[src/rtl/trg_pkg.sv]
// Shared constants and types for the trigger-source front end.
package trg_pkg;

    localparam int SRC_COINCID  = 0;
    localparam int SRC_EXT      = 1;
    localparam int SRC_CYC      = 2;
    localparam int SRC_N        = 3;
    localparam int TRG_CNT_W    = 16;
    localparam int CYC_PERIOD_W = 16;

    typedef enum logic {
        CYC_IDLE = 1'b0,
        CYC_RUN  = 1'b1
    } cyc_state_e;

endpackage

[src/rtl/trg_src_gen_if.sv]
// Bundle between the trigger controller side (master) and the trigger-source front end (slave).
interface trg_src_gen_if import trg_pkg::*; #(
    parameter int CNT_W = TRG_CNT_W
) ();

    logic                    coincid_raw_in;
    logic                    ext_trg_in;
    logic [SRC_N-1:0]        src_enb_in;
    logic [CYC_PERIOD_W-1:0] cyc_period_in;
    logic                    eff_trg_in;
    logic                    daq_busy_in;
    logic                    cnt_clr_in;
    logic                    coincid_trg_out;
    logic                    ext_trg_syn_out;
    logic                    cycled_trg_out;
    logic [CNT_W-1:0]        eff_trg_cnt_out;
    logic [CNT_W-1:0]        lost_trg_cnt_out;

    modport master (
        output coincid_raw_in, ext_trg_in, src_enb_in, cyc_period_in,
               eff_trg_in, daq_busy_in, cnt_clr_in,
        input  coincid_trg_out, ext_trg_syn_out, cycled_trg_out,
               eff_trg_cnt_out, lost_trg_cnt_out
    );

    modport slave (
        input  coincid_raw_in, ext_trg_in, src_enb_in, cyc_period_in,
               eff_trg_in, daq_busy_in, cnt_clr_in,
        output coincid_trg_out, ext_trg_syn_out, cycled_trg_out,
               eff_trg_cnt_out, lost_trg_cnt_out
    );

endinterface

[src/rtl/trg_ext_sync_filter.sv]
// External trigger: 2-FF synchroniser, run-length filter and single pulse per accepted high level.
module trg_ext_sync_filter #(
    parameter int EXT_FILT_LEN = 4
) (
    input  logic clk_in,
    input  logic rst_in,
    input  logic ext_trg_in,
    input  logic enb_in,
    output logic trg_out
);

    localparam int             FW       = $clog2(EXT_FILT_LEN + 1);
    localparam logic [FW-1:0]  FILT_MAX = FW'(EXT_FILT_LEN);
    localparam logic [FW-1:0]  FILT_ARM = FW'(EXT_FILT_LEN - 1);

    logic          s1_q;
    logic          s2_q;
    logic [FW-1:0] filt_q;
    logic          trg_q;

    always_ff @(posedge clk_in or posedge rst_in) begin
        if (rst_in) begin
            s1_q   <= 1'b0;
            s2_q   <= 1'b0;
            filt_q <= '0;
            trg_q  <= 1'b0;
        end else begin
            s1_q <= ext_trg_in;
            s2_q <= s1_q;
            // Saturating at FILT_MAX keeps the pulse to one per high level.
            if (!s2_q)
                filt_q <= '0;
            else if (filt_q != FILT_MAX)
                filt_q <= filt_q + 1'b1;
            trg_q <= s2_q && (filt_q == FILT_ARM) && enb_in;
        end
    end

    assign trg_out = trg_q;

endmodule

[src/rtl/trg_src_gen.sv]
// Trigger-source front end: coincidence edge pulse, filtered external pulse, periodic
// pulse generator, effective-trigger ID counter and saturating lost-trigger counter.
module trg_src_gen import trg_pkg::*; #(
    parameter int EXT_FILT_LEN  = 4,
    parameter int CYC_STEP_LOG2 = 8,
    parameter int CNT_W         = TRG_CNT_W
) (
    input  logic         clk_in,
    input  logic         rst_in,
    trg_src_gen_if.slave trg_if
);

    localparam int               PH_W    = CYC_PERIOD_W + CYC_STEP_LOG2;
    localparam logic [CNT_W-1:0] CNT_MAX = '1;

    logic                    coincid_prev_q;
    logic                    coincid_trg_q;
    logic                    ext_trg_syn;
    cyc_state_e              cyc_state_q;
    logic [CYC_PERIOD_W-1:0] cyc_period_q;
    logic [PH_W-1:0]         cyc_phase_q;
    logic                    cycled_trg_q;
    logic [CNT_W-1:0]        eff_cnt_q;
    logic [CNT_W-1:0]        lost_cnt_q;
    logic [PH_W-1:0]         cyc_term;
    logic                    cyc_req;
    logic                    any_trg;

    // NOTE: non-blocking assignments so every register samples pre-edge values.
    always_ff @(posedge clk_in or posedge rst_in) begin
        if (rst_in) begin
            coincid_prev_q <= 1'b0;
            coincid_trg_q  <= 1'b0;
        end else begin
            coincid_prev_q <= trg_if.coincid_raw_in;
            coincid_trg_q  <= trg_if.coincid_raw_in && !coincid_prev_q
                              && trg_if.src_enb_in[SRC_COINCID];
        end
    end

    trg_ext_sync_filter #(
        .EXT_FILT_LEN (EXT_FILT_LEN)
    ) u_ext_filt (
        .clk_in     (clk_in),
        .rst_in     (rst_in),
        .ext_trg_in (trg_if.ext_trg_in),
        .enb_in     (trg_if.src_enb_in[SRC_EXT]),
        .trg_out    (ext_trg_syn)
    );

    assign cyc_req  = trg_if.src_enb_in[SRC_CYC] && (trg_if.cyc_period_in != '0);
    assign cyc_term = {cyc_period_q, {CYC_STEP_LOG2{1'b0}}} - PH_W'(1);

    // The period is only re-latched at wrap, so a change takes effect one period later.
    always_ff @(posedge clk_in or posedge rst_in) begin
        if (rst_in) begin
            cyc_state_q  <= CYC_IDLE;
            cyc_period_q <= '0;
            cyc_phase_q  <= '0;
            cycled_trg_q <= 1'b0;
        end else begin
            cycled_trg_q <= 1'b0;
            case (cyc_state_q)
                CYC_IDLE: begin
                    cyc_phase_q <= '0;
                    if (cyc_req) begin
                        cyc_state_q  <= CYC_RUN;
                        cyc_period_q <= trg_if.cyc_period_in;
                    end
                end
                CYC_RUN: begin
                    if (!cyc_req) begin
                        cyc_state_q <= CYC_IDLE;
                        cyc_phase_q <= '0;
                    end else if (cyc_phase_q == cyc_term) begin
                        cycled_trg_q <= 1'b1;
                        cyc_phase_q  <= '0;
                        cyc_period_q <= trg_if.cyc_period_in;
                    end else begin
                        cyc_phase_q <= cyc_phase_q + 1'b1;
                    end
                end
                default: cyc_state_q <= CYC_IDLE;
            endcase
        end
    end

    assign any_trg = coincid_trg_q || ext_trg_syn || cycled_trg_q;

    always_ff @(posedge clk_in or posedge rst_in) begin
        if (rst_in) begin
            eff_cnt_q  <= '0;
            lost_cnt_q <= '0;
        end else if (trg_if.cnt_clr_in) begin
            eff_cnt_q  <= '0;
            lost_cnt_q <= '0;
        end else begin
            if (trg_if.eff_trg_in)
                eff_cnt_q <= eff_cnt_q + 1'b1;
            if (any_trg && trg_if.daq_busy_in && lost_cnt_q != CNT_MAX)
                lost_cnt_q <= lost_cnt_q + 1'b1;
        end
    end

    assign trg_if.coincid_trg_out  = coincid_trg_q;
    assign trg_if.ext_trg_syn_out  = ext_trg_syn;
    assign trg_if.cycled_trg_out   = cycled_trg_q;
    assign trg_if.eff_trg_cnt_out  = eff_cnt_q;
    assign trg_if.lost_trg_cnt_out = lost_cnt_q;

endmodule

[src/flat_wrapper.sv]
// flat-port wrapper written by rule: the top's interface ports become plain ports
module trg_src_gen_flat import trg_pkg::*;
#(
    parameter int EXT_FILT_LEN  = 4,
    parameter int CYC_STEP_LOG2 = 8,
    parameter int CNT_W         = TRG_CNT_W
)
  (clk_in, rst_in, trg_if_coincid_raw_in, trg_if_ext_trg_in, trg_if_src_enb_in, trg_if_cyc_period_in, trg_if_eff_trg_in, trg_if_daq_busy_in, trg_if_cnt_clr_in, trg_if_coincid_trg_out, trg_if_ext_trg_syn_out, trg_if_cycled_trg_out, trg_if_eff_trg_cnt_out, trg_if_lost_trg_cnt_out);
  trg_src_gen_if #(.CNT_W(CNT_W)) trg_if_i ();
  input  logic clk_in;
  input  logic rst_in;
  input wire logic [$bits(trg_if_i.coincid_raw_in)-1:0] trg_if_coincid_raw_in;
  input wire logic [$bits(trg_if_i.ext_trg_in)-1:0] trg_if_ext_trg_in;
  input wire logic [$bits(trg_if_i.src_enb_in)-1:0] trg_if_src_enb_in;
  input wire logic [$bits(trg_if_i.cyc_period_in)-1:0] trg_if_cyc_period_in;
  input wire logic [$bits(trg_if_i.eff_trg_in)-1:0] trg_if_eff_trg_in;
  input wire logic [$bits(trg_if_i.daq_busy_in)-1:0] trg_if_daq_busy_in;
  input wire logic [$bits(trg_if_i.cnt_clr_in)-1:0] trg_if_cnt_clr_in;
  output wire logic [$bits(trg_if_i.coincid_trg_out)-1:0] trg_if_coincid_trg_out;
  output wire logic [$bits(trg_if_i.ext_trg_syn_out)-1:0] trg_if_ext_trg_syn_out;
  output wire logic [$bits(trg_if_i.cycled_trg_out)-1:0] trg_if_cycled_trg_out;
  output wire logic [$bits(trg_if_i.eff_trg_cnt_out)-1:0] trg_if_eff_trg_cnt_out;
  output wire logic [$bits(trg_if_i.lost_trg_cnt_out)-1:0] trg_if_lost_trg_cnt_out;
  assign trg_if_i.coincid_raw_in = trg_if_coincid_raw_in;
  assign trg_if_i.ext_trg_in = trg_if_ext_trg_in;
  assign trg_if_i.src_enb_in = trg_if_src_enb_in;
  assign trg_if_i.cyc_period_in = trg_if_cyc_period_in;
  assign trg_if_i.eff_trg_in = trg_if_eff_trg_in;
  assign trg_if_i.daq_busy_in = trg_if_daq_busy_in;
  assign trg_if_i.cnt_clr_in = trg_if_cnt_clr_in;
  assign trg_if_coincid_trg_out = trg_if_i.coincid_trg_out;
  assign trg_if_ext_trg_syn_out = trg_if_i.ext_trg_syn_out;
  assign trg_if_cycled_trg_out = trg_if_i.cycled_trg_out;
  assign trg_if_eff_trg_cnt_out = trg_if_i.eff_trg_cnt_out;
  assign trg_if_lost_trg_cnt_out = trg_if_i.lost_trg_cnt_out;
  trg_src_gen #(.EXT_FILT_LEN(EXT_FILT_LEN), .CYC_STEP_LOG2(CYC_STEP_LOG2), .CNT_W(CNT_W)) u_core (.clk_in(clk_in), .rst_in(rst_in), .trg_if(trg_if_i));
endmodule
[config.mk]
export PLATFORM = sky130hd
export DESIGN_NAME = trg_src_gen_flat
export DESIGN_NICKNAME = d
export VERILOG_FILES = /design/src/rtl/trg_pkg.sv /design/src/rtl/trg_src_gen_if.sv /design/src/rtl/trg_ext_sync_filter.sv /design/src/rtl/trg_src_gen.sv /design/src/flat_wrapper.sv
export SDC_FILE = /design/constraint.sdc
export NUM_CORES = 1
export LEC_CHECK = 0
export CAP_MARGIN = 20
export CORE_AREA = 2 2 99 101
export DETAILED_ROUTE_END_ITERATION = 8
export DIE_AREA = 0 0 101 103
export GPL_TIMING_DRIVEN = 1
export PLACE_DENSITY = 0.85
export RECOVER_POWER = 100
export SLEW_MARGIN = 15
export SYNTH_ARGS = -nofsm -noshare
export SYNTH_HDL_FRONTEND = slang
export SYNTH_SLANG_ARGS = --single-unit
[constraint.sdc]
create_clock -name clk_in -period 3.4 [get_ports clk_in]
set_input_delay 0.51 -clock clk_in [delete_from_list [all_inputs] [get_ports clk_in]]
set_output_delay 0.51 -clock clk_in [all_outputs]
set_load 0.01 [all_outputs]
# After elaboration in Yosys (flattened, before gate mapping)
# Cells that the tools add are included.
[classes]
n_addsub = 5
n_eq_ne = 8
mux = 17
bitwise = 1
n_reduce_logical = 14
[ops]
columns = ["cell", "count"]
rows = [
  ["16-bit two-way mux", 7],
  ["24-bit two-way mux", 2],
  ["24-bit one-hot mux with 2 select lines", 1],
  ["16-bit by 1-bit adder with 16-bit output, second input constant", 2],
  ["16-bit one-hot mux with 2 select lines", 1],
  ["24-bit by 1-bit adder with 24-bit output, second input constant", 1],
  ["24-bit == test", 1],
  ["24-bit by 1-bit subtractor with 24-bit output, second input constant", 1],
  ["16-bit inequality test, second input constant", 1],
  ["16-bit nonzero test", 1],
  ["1-bit logical AND", 7],
  ["3-bit two-way mux", 2],
  ["1-bit two-way mux", 4],
  ["2-bit by 1-bit inequality test with 1-bit output, second input constant", 2],
  ["2-bit inequality test, second input constant", 2],
  ["2-bit nonzero test", 2],
  ["3-bit by 1-bit adder with 3-bit output, second input constant", 1],
  ["3-bit by 2-bit == test with 1-bit output, second input constant", 1],
  ["3-bit inequality test, second input constant", 1],
  ["3-bit AND reduction", 1],
  ["1-bit logical OR", 2],
  ["1-bit zero test", 1],
  ["1-bit inverter", 1],
]
[word_totals]
regBits = 82
input_bits = 26
output_inout_bits = 35
wordCells = 57

# Logic depth before layout (Yosys ltp)
# Gate-level depths: netlist of the first run.
[logic_depth]
ltp_word = 6
depth_mapped = 10
mapped_depth_nobuf = 8

# Cells and area by module
# A second synthesis of the first run with hierarchy kept.
[hier_totals]
cells_unflattened = 578
area_unflattened_um2 = 5283.8
[modules_own_cells]
columns = ["mod", "n_inst", "cells_each", "area_each_um2", "seq_area_each_um2"]
rows = [
  ["trg_src_gen", 1, 555, 5014.8, 1901.8],
  ["trg_ext_sync_filter", 1, 23, 269.0, 150.1],
]

# Worst setup path before layout of the first run
# OpenSTA, ideal clock, no wires.
[synth_path]
path_kind = "reg2reg"
startpoint = "register u_core.cyc_period_q[4]"
endpoint = "register u_core.cyc_period_q[0]"
setup_ns = 0.096
t_arrival_ns = 3.040
required_ns = 3.304
setup_slack_ns = 0.264
path_stages_with_launch = 10
path_buffers = 3
period_less_slack_ns = 3.136
path_cell_list = "dfrtp_1 > buf_6 > or4_1 > buf_2 > or4_4 > a2111oi_2 > o21ai_2 > o41a_4 > buf_6 > o32ai_2"
[synth_between]
elab_chain_cells = 4
[synth_rtl]
columns = ["item", "line", "text"]
rows = [
  ["start, declared", "trg_src_gen.sv:20", "logic [CYC_PERIOD_W-1:0] cyc_period_q;"],
  ["start signal, assigned", "trg_src_gen.sv:68", "cyc_period_q <= trg_if.cyc_period_in;"],
  ["start signal, assigned", "trg_src_gen.sv:78", "cyc_period_q <= trg_if.cyc_period_in;"],
  ["24-bit by 1-bit subtractor with 24-bit output", "trg_src_gen.sv:52", "assign cyc_term = {cyc_period_q, {CYC_STEP_LOG2{1'b0}}} - PH_W'(1);"],
  ["24-bit == test", "trg_src_gen.sv:75", "end else if (cyc_phase_q == cyc_term) begin"],
  ["2-bit inequality test (no line)", "n/a", ""],
  ["3-bit AND reduction (no line)", "n/a", ""],
]
# Every way passes these cells.
# A chain may end at the register's enable or synchronous reset.

# Worst setup path after layout of the first run
[layout_path]
startpoint = "register u_core.cyc_period_q[9]"
endpoint = "register u_core.cyc_period_q[4]"
# The elaborated chain is that of the path after synthesis.

==> results of run 1 <==
flip-flops by register name, indices dropped and copies added (netlist names):
signal and cells:
u_core.u_ext_filt.filt_q 3, u_core.u_ext_filt.s2_q 1, u_core.u_ext_filt.trg_out 1, u_core.cyc_period_q 16, u_core.trg_if.lost_trg_cnt_out 16, u_core.u_ext_filt.s1_q 1
u_core.cyc_phase_q 24, u_core.trg_if.eff_trg_cnt_out 16, u_core.coincid_prev_q 1, u_core.trg_if.cycled_trg_out 1, u_core.cyc_state_q 1, u_core.trg_if.coincid_trg_out 1
cell families (layout without fill, tap and decap cells):
| logic type | count (synthesis) | after routing | synth area share, % |
|---|---|---|---|
| mux | 2 | 2 | 0.440 |
| simple gates | 206 | 206 | 23.9 |
| compound gates | 53 | 53 | 11.1 |
| buf+inv | 50 | 117 | 4.62 |
| fa+ha+maj | 7 | 7 | 1.93 |
| xor+xnor | 67 | 67 | 12.9 |
| flops | 82 | 82 | 45.1 |
per-layer routing:
metal | part of all wire, % | vias to the layer above | wire, um
li1 | - | 1769 | -
met1 | 45 | 1751 | 4260
met2 | 49 | 61 | 4640
met3 | 2.5 | 26 | 238
met4 | 3.2 | 0 | 306
met5 | 0 | - | 0
power by group:
group          internal (mW)  leakage [nW]  switching [mW]
Sequential              1.02          1.10          0.0562
Combinational          0.139          1.15           0.178
Clock                  0.436         0.111           0.348
Yosys cell counts, types with 2 or more instances:
cell	instances	share of area, %
xnor2_1	31	6.0
a21boi_0	3	0.50
or4_1	4	0.66
ha_1	7	1.9
o21ai_0	7	0.77
nor3_1	31	3.4
nor3b_1	3	0.50
nand2b_1	2	0.28
a21oi_1	7	0.77
o31ai_1	3	0.50
clkbuf_1	12	0.99
nor4_1	11	1.5
a2111oi_0	2	0.39
nor2_1	41	3.4
inv_1	32	2.6
buf_6	2	0.50
nand3_1	16	1.8
and3_1	9	1.2
xor2_1	36	6.9
and4_1	4	0.77
and2_1	3	0.41
o32ai_2	10	3.6
o32ai_1	6	1.2
or3b_2	2	0.39
mux2i_1	2	0.44
nor2b_1	3	0.41
or3_1	5	0.69
nand4_1	13	1.8
nand2_1	50	4.1
or2_2	2	0.28
dfrtp_1	82	45
buf_2	3	0.33
final cells by class:
| class | count | area, um2 | area share, % |
|---|---|---|---|
| Inverter | 32 | 121 | 2.24 |
| Clock inverter | 4 | 73.8 | 1.37 |
| Tap cell | 114 | 143 | 2.64 |
| Multi-Input combinational cell | 335 | 2210 | 40.9 |
| Clock buffer | 12 | 145 | 2.68 |
| Timing Repair Buffer | 69 | 658 | 12.2 |
| Sequential cell | 82 | 2050 | 38.0 |
cell usage in the layout (no fill, tap or decap), drive strengths merged, types with 4 or more instances in the layout:
cell type / n
nor3: 31
and4: 4
or4: 5
or3: 6
dfrtp: 82
o21ai: 8
ha: 7
dlygate4sd3: 40
nor2: 41
clkdlybuf4s50: 20
nand4: 14
nand3: 16
o32ai: 16
inv: 32
and3: 9
clkbuf: 15
buf: 6
xnor2: 31
nor4: 12
nand2: 50
xor2: 36
a21oi: 7
per-stage QoR:
step / power, mW / hold WS [ns] / utilization [%] / area [um2]
6_report: 2.18 / 0.352 / 57.2 / 5410
5_1_grt: 2.27 / 0.357 / 57.2 / 5410
4_1_cts: 2.21 / 0.353 / 58.1 / 5500
3_5_place_dp: 1.43 / 0.336 / 55.8 / 5280
3_3_place_gp: 1.41 / 0.340 / 55.8 / 5280
2_1_floorplan: 1.32 / 0.331 / - / 4550
critical path: stages (launching register included):
cell,delay (ns)
dfrtp_1,0.46
or4_1,0.64
or4_4,0.52
a2111oi_2,0.36
o21ai_1,0.23
o41a_4,0.61
o32ai_1,0.28
final timing paths:
check | startpoint | endpoint | slack (ns) | cells after the start
min in group asynchronous | rst_in | u_core.trg_if.eff_trg_cnt_out[1] | 1.17 | 2
hold / removal | u_core.u_ext_filt.s1_q | u_core.u_ext_filt.s2_q | 0.35 | 0
setup reg to reg | u_core.cyc_period_q[9] | u_core.cyc_period_q[4] | 0.18 | 6
setup / recovery | u_core.cyc_period_q[9] | u_core.cyc_period_q[4] | 0.18 | 6
hold reg to reg | u_core.u_ext_filt.s1_q | u_core.u_ext_filt.s2_q | 0.35 | 0
max in group asynchronous | rst_in | u_core.cyc_phase_q[21] | 0.65 | 3
==> summary.txt, run 1 <==
Synth
  – Mapped cell area: 4550 um2
  – Post-Synthesis Cells: 467
  – Post-synth EDFFs: 0
  – Syn nets: 500
  – Sequential element share of the synthesized area: 45.1%
  – Avg Synthesized Cell Area: 9.74 um2
  – Synth unique cells: 55
  – Post-synth ARST share: 100%
  – Yosys warnings: 0
  – Most used DFF post-synth: dfrtp_1
  – #FFs+latches synth: 82

CTS
  – H-tree levels: 3
  – Worst-Skew Late Latency: 0.36 ns
  – Root buffer cell: clkbuf_8
  – CTS Hold Bufs: 0
  – Clock slew at reported path FFs: 0.08 ns
  – PostCTS Resize Cnt: 0
  – Deepest clock path buffer count: 2
  – Setup Buffers After CTS: 0
  – Clock sink total: 82
  – CTS tree: built
  – CTS Buf Count: 9

Cells and area
  – Share of post-route cells with drive strength above 1: 6.93%
  – Nets@finish: 562
  – Non-Filler Instances: 648
  – ANT cells: 0
  – Layout area overhead: 18.9%
  – Fill cells: 779

GRT
  – Number of global-route vias before repair: 3447
  – Global Route met3 Usage: 2.92%
  – Total track usage: 19.1%
  – First-pass GRT wire length: 15.8 mm
  – Largest net degree at the start of global routing: 50
  – Initial antenna violation count: 0
  – GRT Residual Overflow: 0
  – Met1 GRT Util: 24.3%
  – GR Util met2: 31.3%
  – Most Crowded Layer GR: met2

Worst setup path
  – Worst Path Arrival: 3.47 ns
  – Crit Path Max Fanout: 16
  – Startpoint type of the worst setup path: flip-flop
  – CP Class: reg -> reg
  – Critical Path RT: 3.65 ns
  – CP Capture Type: flip-flop

Place
  – Setup WS pre-CTS: 0.220 ns
  – Post-placement cell count: 632
  – RD Place Congestion: 0.858
  – HPWL after detailed placement: 6.95 mm
  – Port bufs: 60

Worst hold path
  – Worst Hold Class: reg -> reg

STA
  – Setup slack after layout: 0.182 ns
  – Normalized max-slew margin: -43.7%
  – Total negative setup slack: 0 ns
  – RSZ-0062 raised after global routing: no
  – Slew @ Worst Pin: 2.14 ns
  – FMAX: 311 MHz
  – Min Clock Period, post-route: 3.22 ns
  – Max-slew violations: 50
  – Final setup violation count: 0
  – Clk_skew: 0.0101 ns
  – Final period utilization: 94.6%
  – Fin. Hold Viols: 0

Die
  – Starting Density: 48.1%
  – Die width: 101 um
  – Die area: 10400 um2
  – Row cnt: 36
  – Core Region: 9460 um2
  – Ports: 61
  – Die Y: 103 um

Status
  – Failing checks: max-capacitance violations, max-slew violations
  – Status: complete, but fails checks

Route
  – Total Wirelength: 9.45 mm
  – Final ANT Viol Nets: 0
  – Vias per cell: 5.57
  – Initial drt markers: 127
  – DRT Pass-1 Iters: 4
  – Routed WL per cell: 14.6 um
  – DRC Markers: 0
  – Via Count: 3607

Power and ir drop
  – Pwr/cell area: 403 nW/um2
  – Maximum VDD drop: 218 uV
  – LEAKAGE: 2.36 nW

Job
  – Max-cap viol count: 1
No activity file was read; power rests on OpenSTA's default activity.
==> run 2, diff against run 1 <==
Settings changed: CORE_AREA 2 2 99 101 to 2 2 100 140, DIE_AREA 0 0 101 103 to 0 0 102 142, PLACE_DENSITY 0.85 to 0.66, SLEW_MARGIN 15 to not set.
==> run 2 against run 1 <==
  * Clock power rose by 15%
  * Largest power group unchanged
  * Setup slack gained 0.033 ns
  * Die area grew 39%
  * Hold slack worse by 0.0012 ns
  * Core utilization shrank 15 points
  * Sequential cell count unchanged
  * The flow still finishes with violations (max-capacitance violations, max-slew violations)
  * Sequential share of layout area decreased by 1.1 points
  * Critical path depth unchanged
  * Power grew 5.5%
  * Global-route usage fell by 4.4 points
  * Combinational power up 1%
==> summary.txt, run 2 (synthesis results as in run 1) <==
Power and ir drop
  – LEAKAGE: 2.39 nW (+1.0%)
  – Maximum VDD drop: 209 uV (-4.1%)
  – Sequential share of power: 46.9% (-2.6 points)
  – Internal Pwr Total: 1.68 mW (+5.2%)
  – Comb pwr share: 14.0% (-0.6 points)
  – Pwr/cell area: 414 nW/um2 (+2.5%)
  – Clock Power Share: 39.0% (+3.0 points)
  – Net switching power: 0.619 mW (+6.1%)
  – Sw Share: 26.9% (+0.17 points)
  – Total power: 2.30 mW (+5.5%)

Worst setup path
  – CP max-delay cell: or4_4
  – Cells along the critical path: or4_4, or4_1, a2111oi_2, o21ai_2, o41a_4, o32ai_1
  – Crit Path Max Fanout: 16 (unchanged)
  – CP Buf/Inv Count: 0 (unchanged)
  – FF-to-FF path depth: 6 (unchanged)
  – RR Startpoint: u_core.cyc_period_q[8]
  – Critical Path RT: 3.62 ns (-0.03 ns)
  – CP Capture Type: flip-flop
  – Reg-to-Reg End: u_core.cyc_period_q[12]
  – Crit. path cell count: 6 (unchanged)
  – Critical path's largest stage delay: 0.61 ns (-0.03 ns)
  – CP Class: reg -> reg
  – CP top delay family: compound AO/OA/AOI/OAI gates
  – R2R setup slack: 0.21 ns (+0.03 ns)
  – Startpoint type of the worst setup path: flip-flop
  – Worst Path Arrival: 3.41 ns (-0.06 ns)

STA
  – Clk_skew: 0.00684 ns (-0.00321 ns)
  – Normalized max-slew margin: -23.5% (+20 points)
  – Final period utilization: 93.7% (-0.97 points)
  – Slew @ Worst Pin: 1.84 ns (-0.302 ns)
  – Min Clock Period, post-route: 3.19 ns (-0.0329 ns)
  – Fin. Hold Viols: 0 (unchanged)
  – Setup slack after layout: 0.215 ns (+0.0329 ns)
  – Total negative setup slack: 0 ns (unchanged)
  – Hold WS: 0.351 ns (-0.00122 ns)
  – Max-slew violations: 41 (-18%)
  – Final setup violation count: 0 (unchanged)
  – FMAX: 314 MHz (+1.0%)
  – RSZ-0062 raised after global routing: no

Die
  – Ports: 61 (unchanged)
  – Die Y: 142 um (+38%)
  – Die width: 102 um (+0.99%)
  – Die area: 14500 um2 (+39%)
  – Starting Density: 34.3% (-14 points)
  – Row cnt: 50 (+39%)
  – Core Region: 13300 um2 (+40%)

Place
  – Port bufs: 60 (unchanged)
  – Setup WS pre-CTS: 0.167 ns (-0.0526 ns)
  – RD Place Congestion: 0.886 (+3.2%)
  – HPWL after detailed placement: 7.43 mm (+6.9%)

Route
  – Routed WL per cell: 14.1 um (-3.4%)
  – Initial drt markers: 154 (+21%)
  – Via Count: 3598 (-0.25%)
  – Final ANT Viol Nets: 0 (unchanged)
  – DRC Markers: 0 (unchanged)
  – Vias per cell: 5.03 (-9.7%)
  – DRT Pass-1 Iters: 4 (unchanged)
  – Total Wirelength: 10.1 mm (+6.7%)

Job
  – Max-cap viol count: 1 (unchanged)

CTS
  – Deepest clock path buffer count: 2 (unchanged)
  – Clock slew at reported path FFs: 0.06 ns (-0.02 ns)
  – Root buffer cell: clkbuf_16
  – Worst-Skew Late Latency: 0.34 ns (-0.02 ns)
  – Clock sink total: 82 (unchanged)
  – CTS Hold Bufs: 0 (unchanged)
  – CTS Buf Count: 9 (unchanged)
  – H-tree levels: 3 (unchanged)
  – CTS tree: built

Worst hold path
  – Hold Path End: u_core.u_ext_filt.s2_q
  – Min-delay src: u_core.u_ext_filt.s1_q
  – Worst Hold Class: reg -> reg
  – Worst Hold Path Cells: 0 (unchanged)

Cells and area
  – Layout area overhead: 22.3%
  – Nets@finish: 562 (unchanged)
  – Commonest non-fill, non-tap cell in the layout: dfrtp_1
  – Post-layout util: 41.9% (-15 points)
  – ANT cells: 0 (unchanged)
  – Max reg flops: 24 (unchanged)
  – Share of post-route cells with drive strength above 1: 7.12% (+0.19 points)
  – Most frequent cells in the layout: dfrtp_1 (82), nand2_1 (50), nor2_1 (41)
  – Fill cells: 1314 (+69%)
  – Largest register by flop count: u_core.cyc_phase_q

GRT
  – Total track usage: 14.7% (-4.4 points)
  – First-pass GRT wire length: 17.1 mm (+7.9%)
  – Largest net degree at the start of global routing: 44 (-12%)
  – GRT Residual Overflow: 0 (unchanged)
  – Number of global-route vias before repair: 3684 (+6.9%)
  – Initial antenna violation count: 0 (unchanged)

Status
  – Failing checks: max-capacitance violations, max-slew violations
  – Status: complete, but fails checks
==> run 2: cell types whose count changed in the layout (fill, tap and decap cells not counted), sizes merged <==
cell	delta
clkinv	+1
clkinvlp	+1
bufinv	-2
==> run 2: worst max path at each step <==
stage,slack [ns],end,start
after floorplan,0.26,u_core.cyc_period_q[0],u_core.cyc_period_q[4]
after global placement,0.29,u_core.cyc_period_q[15],u_core.cyc_period_q[8]
after CTS,0.1,u_core.cyc_period_q[12],u_core.cyc_period_q[8]
final,0.21,u_core.cyc_period_q[12],u_core.cyc_period_q[8]
after detailed placement,0.17,u_core.cyc_period_q[13],u_core.cyc_period_q[8]
after global routing,0.08,u_core.cyc_period_q[12],u_core.cyc_period_q[8]
==> run 2: cell type report <==
| cell class | count | area [um2] | area share [%] |
|---|---|---|---|
| well taps | 182 | 228 | 4.09 |
| clock inverters | 4 | 26.3 | 0.472 |
| inverters | 32 | 121 | 2.18 |
| clock buffers | 12 | 246 | 4.43 |
| multi-input cells | 335 | 2220 | 39.9 |
| repair buffers | 69 | 671 | 12.1 |
| flip-flops and latches | 82 | 2050 | 36.9 |
==> run 2: per-stage QoR <==
step                      cells  area (um2)
final                       716        5560
after global routing        716        5560
after CTS                   716        5650
after detailed placement    700        5380
after global placement      700        5380
after floorplan             467        4550
==> run 2: routing by layer <==
metal / part of all wire (%) / vias to the layer above / global-route usage (%)
met3: 2.4 / 16 / 1.96
met2: 56 / 57 / 27.0
li1: - / 1768 / -
met1: 40 / 1757 / 16.5
met4: 2.4 / 0 / 6.46
met5: 0 / - / 0
==> run 2: timing repair <==
action	in CTS	in global routing
resized for setup	0	1
buffers inserted	0	0
setup endpoints to repair	0	1
endpoints found under the hold margin	0	0
==> run 2: power groups by stage <==
stage	clock network (mW)	logic (mW)	registers (mW)
floorplan	0	0.243	1.08
global placement	0	0.326	1.09
detailed placement	0	0.341	1.10
CTS	0.926	0.343	1.08
global route	0.967	0.361	1.09
finish	0.898	0.322	1.08
==> run 3, diff against run 2 <==
Settings changed: CTS_CLUSTER_DIAMETER set to 150, SLEW_MARGIN set to 25.
==> results of run 3 <==
Final layout, timing and power as in run 2 (identical DEF).
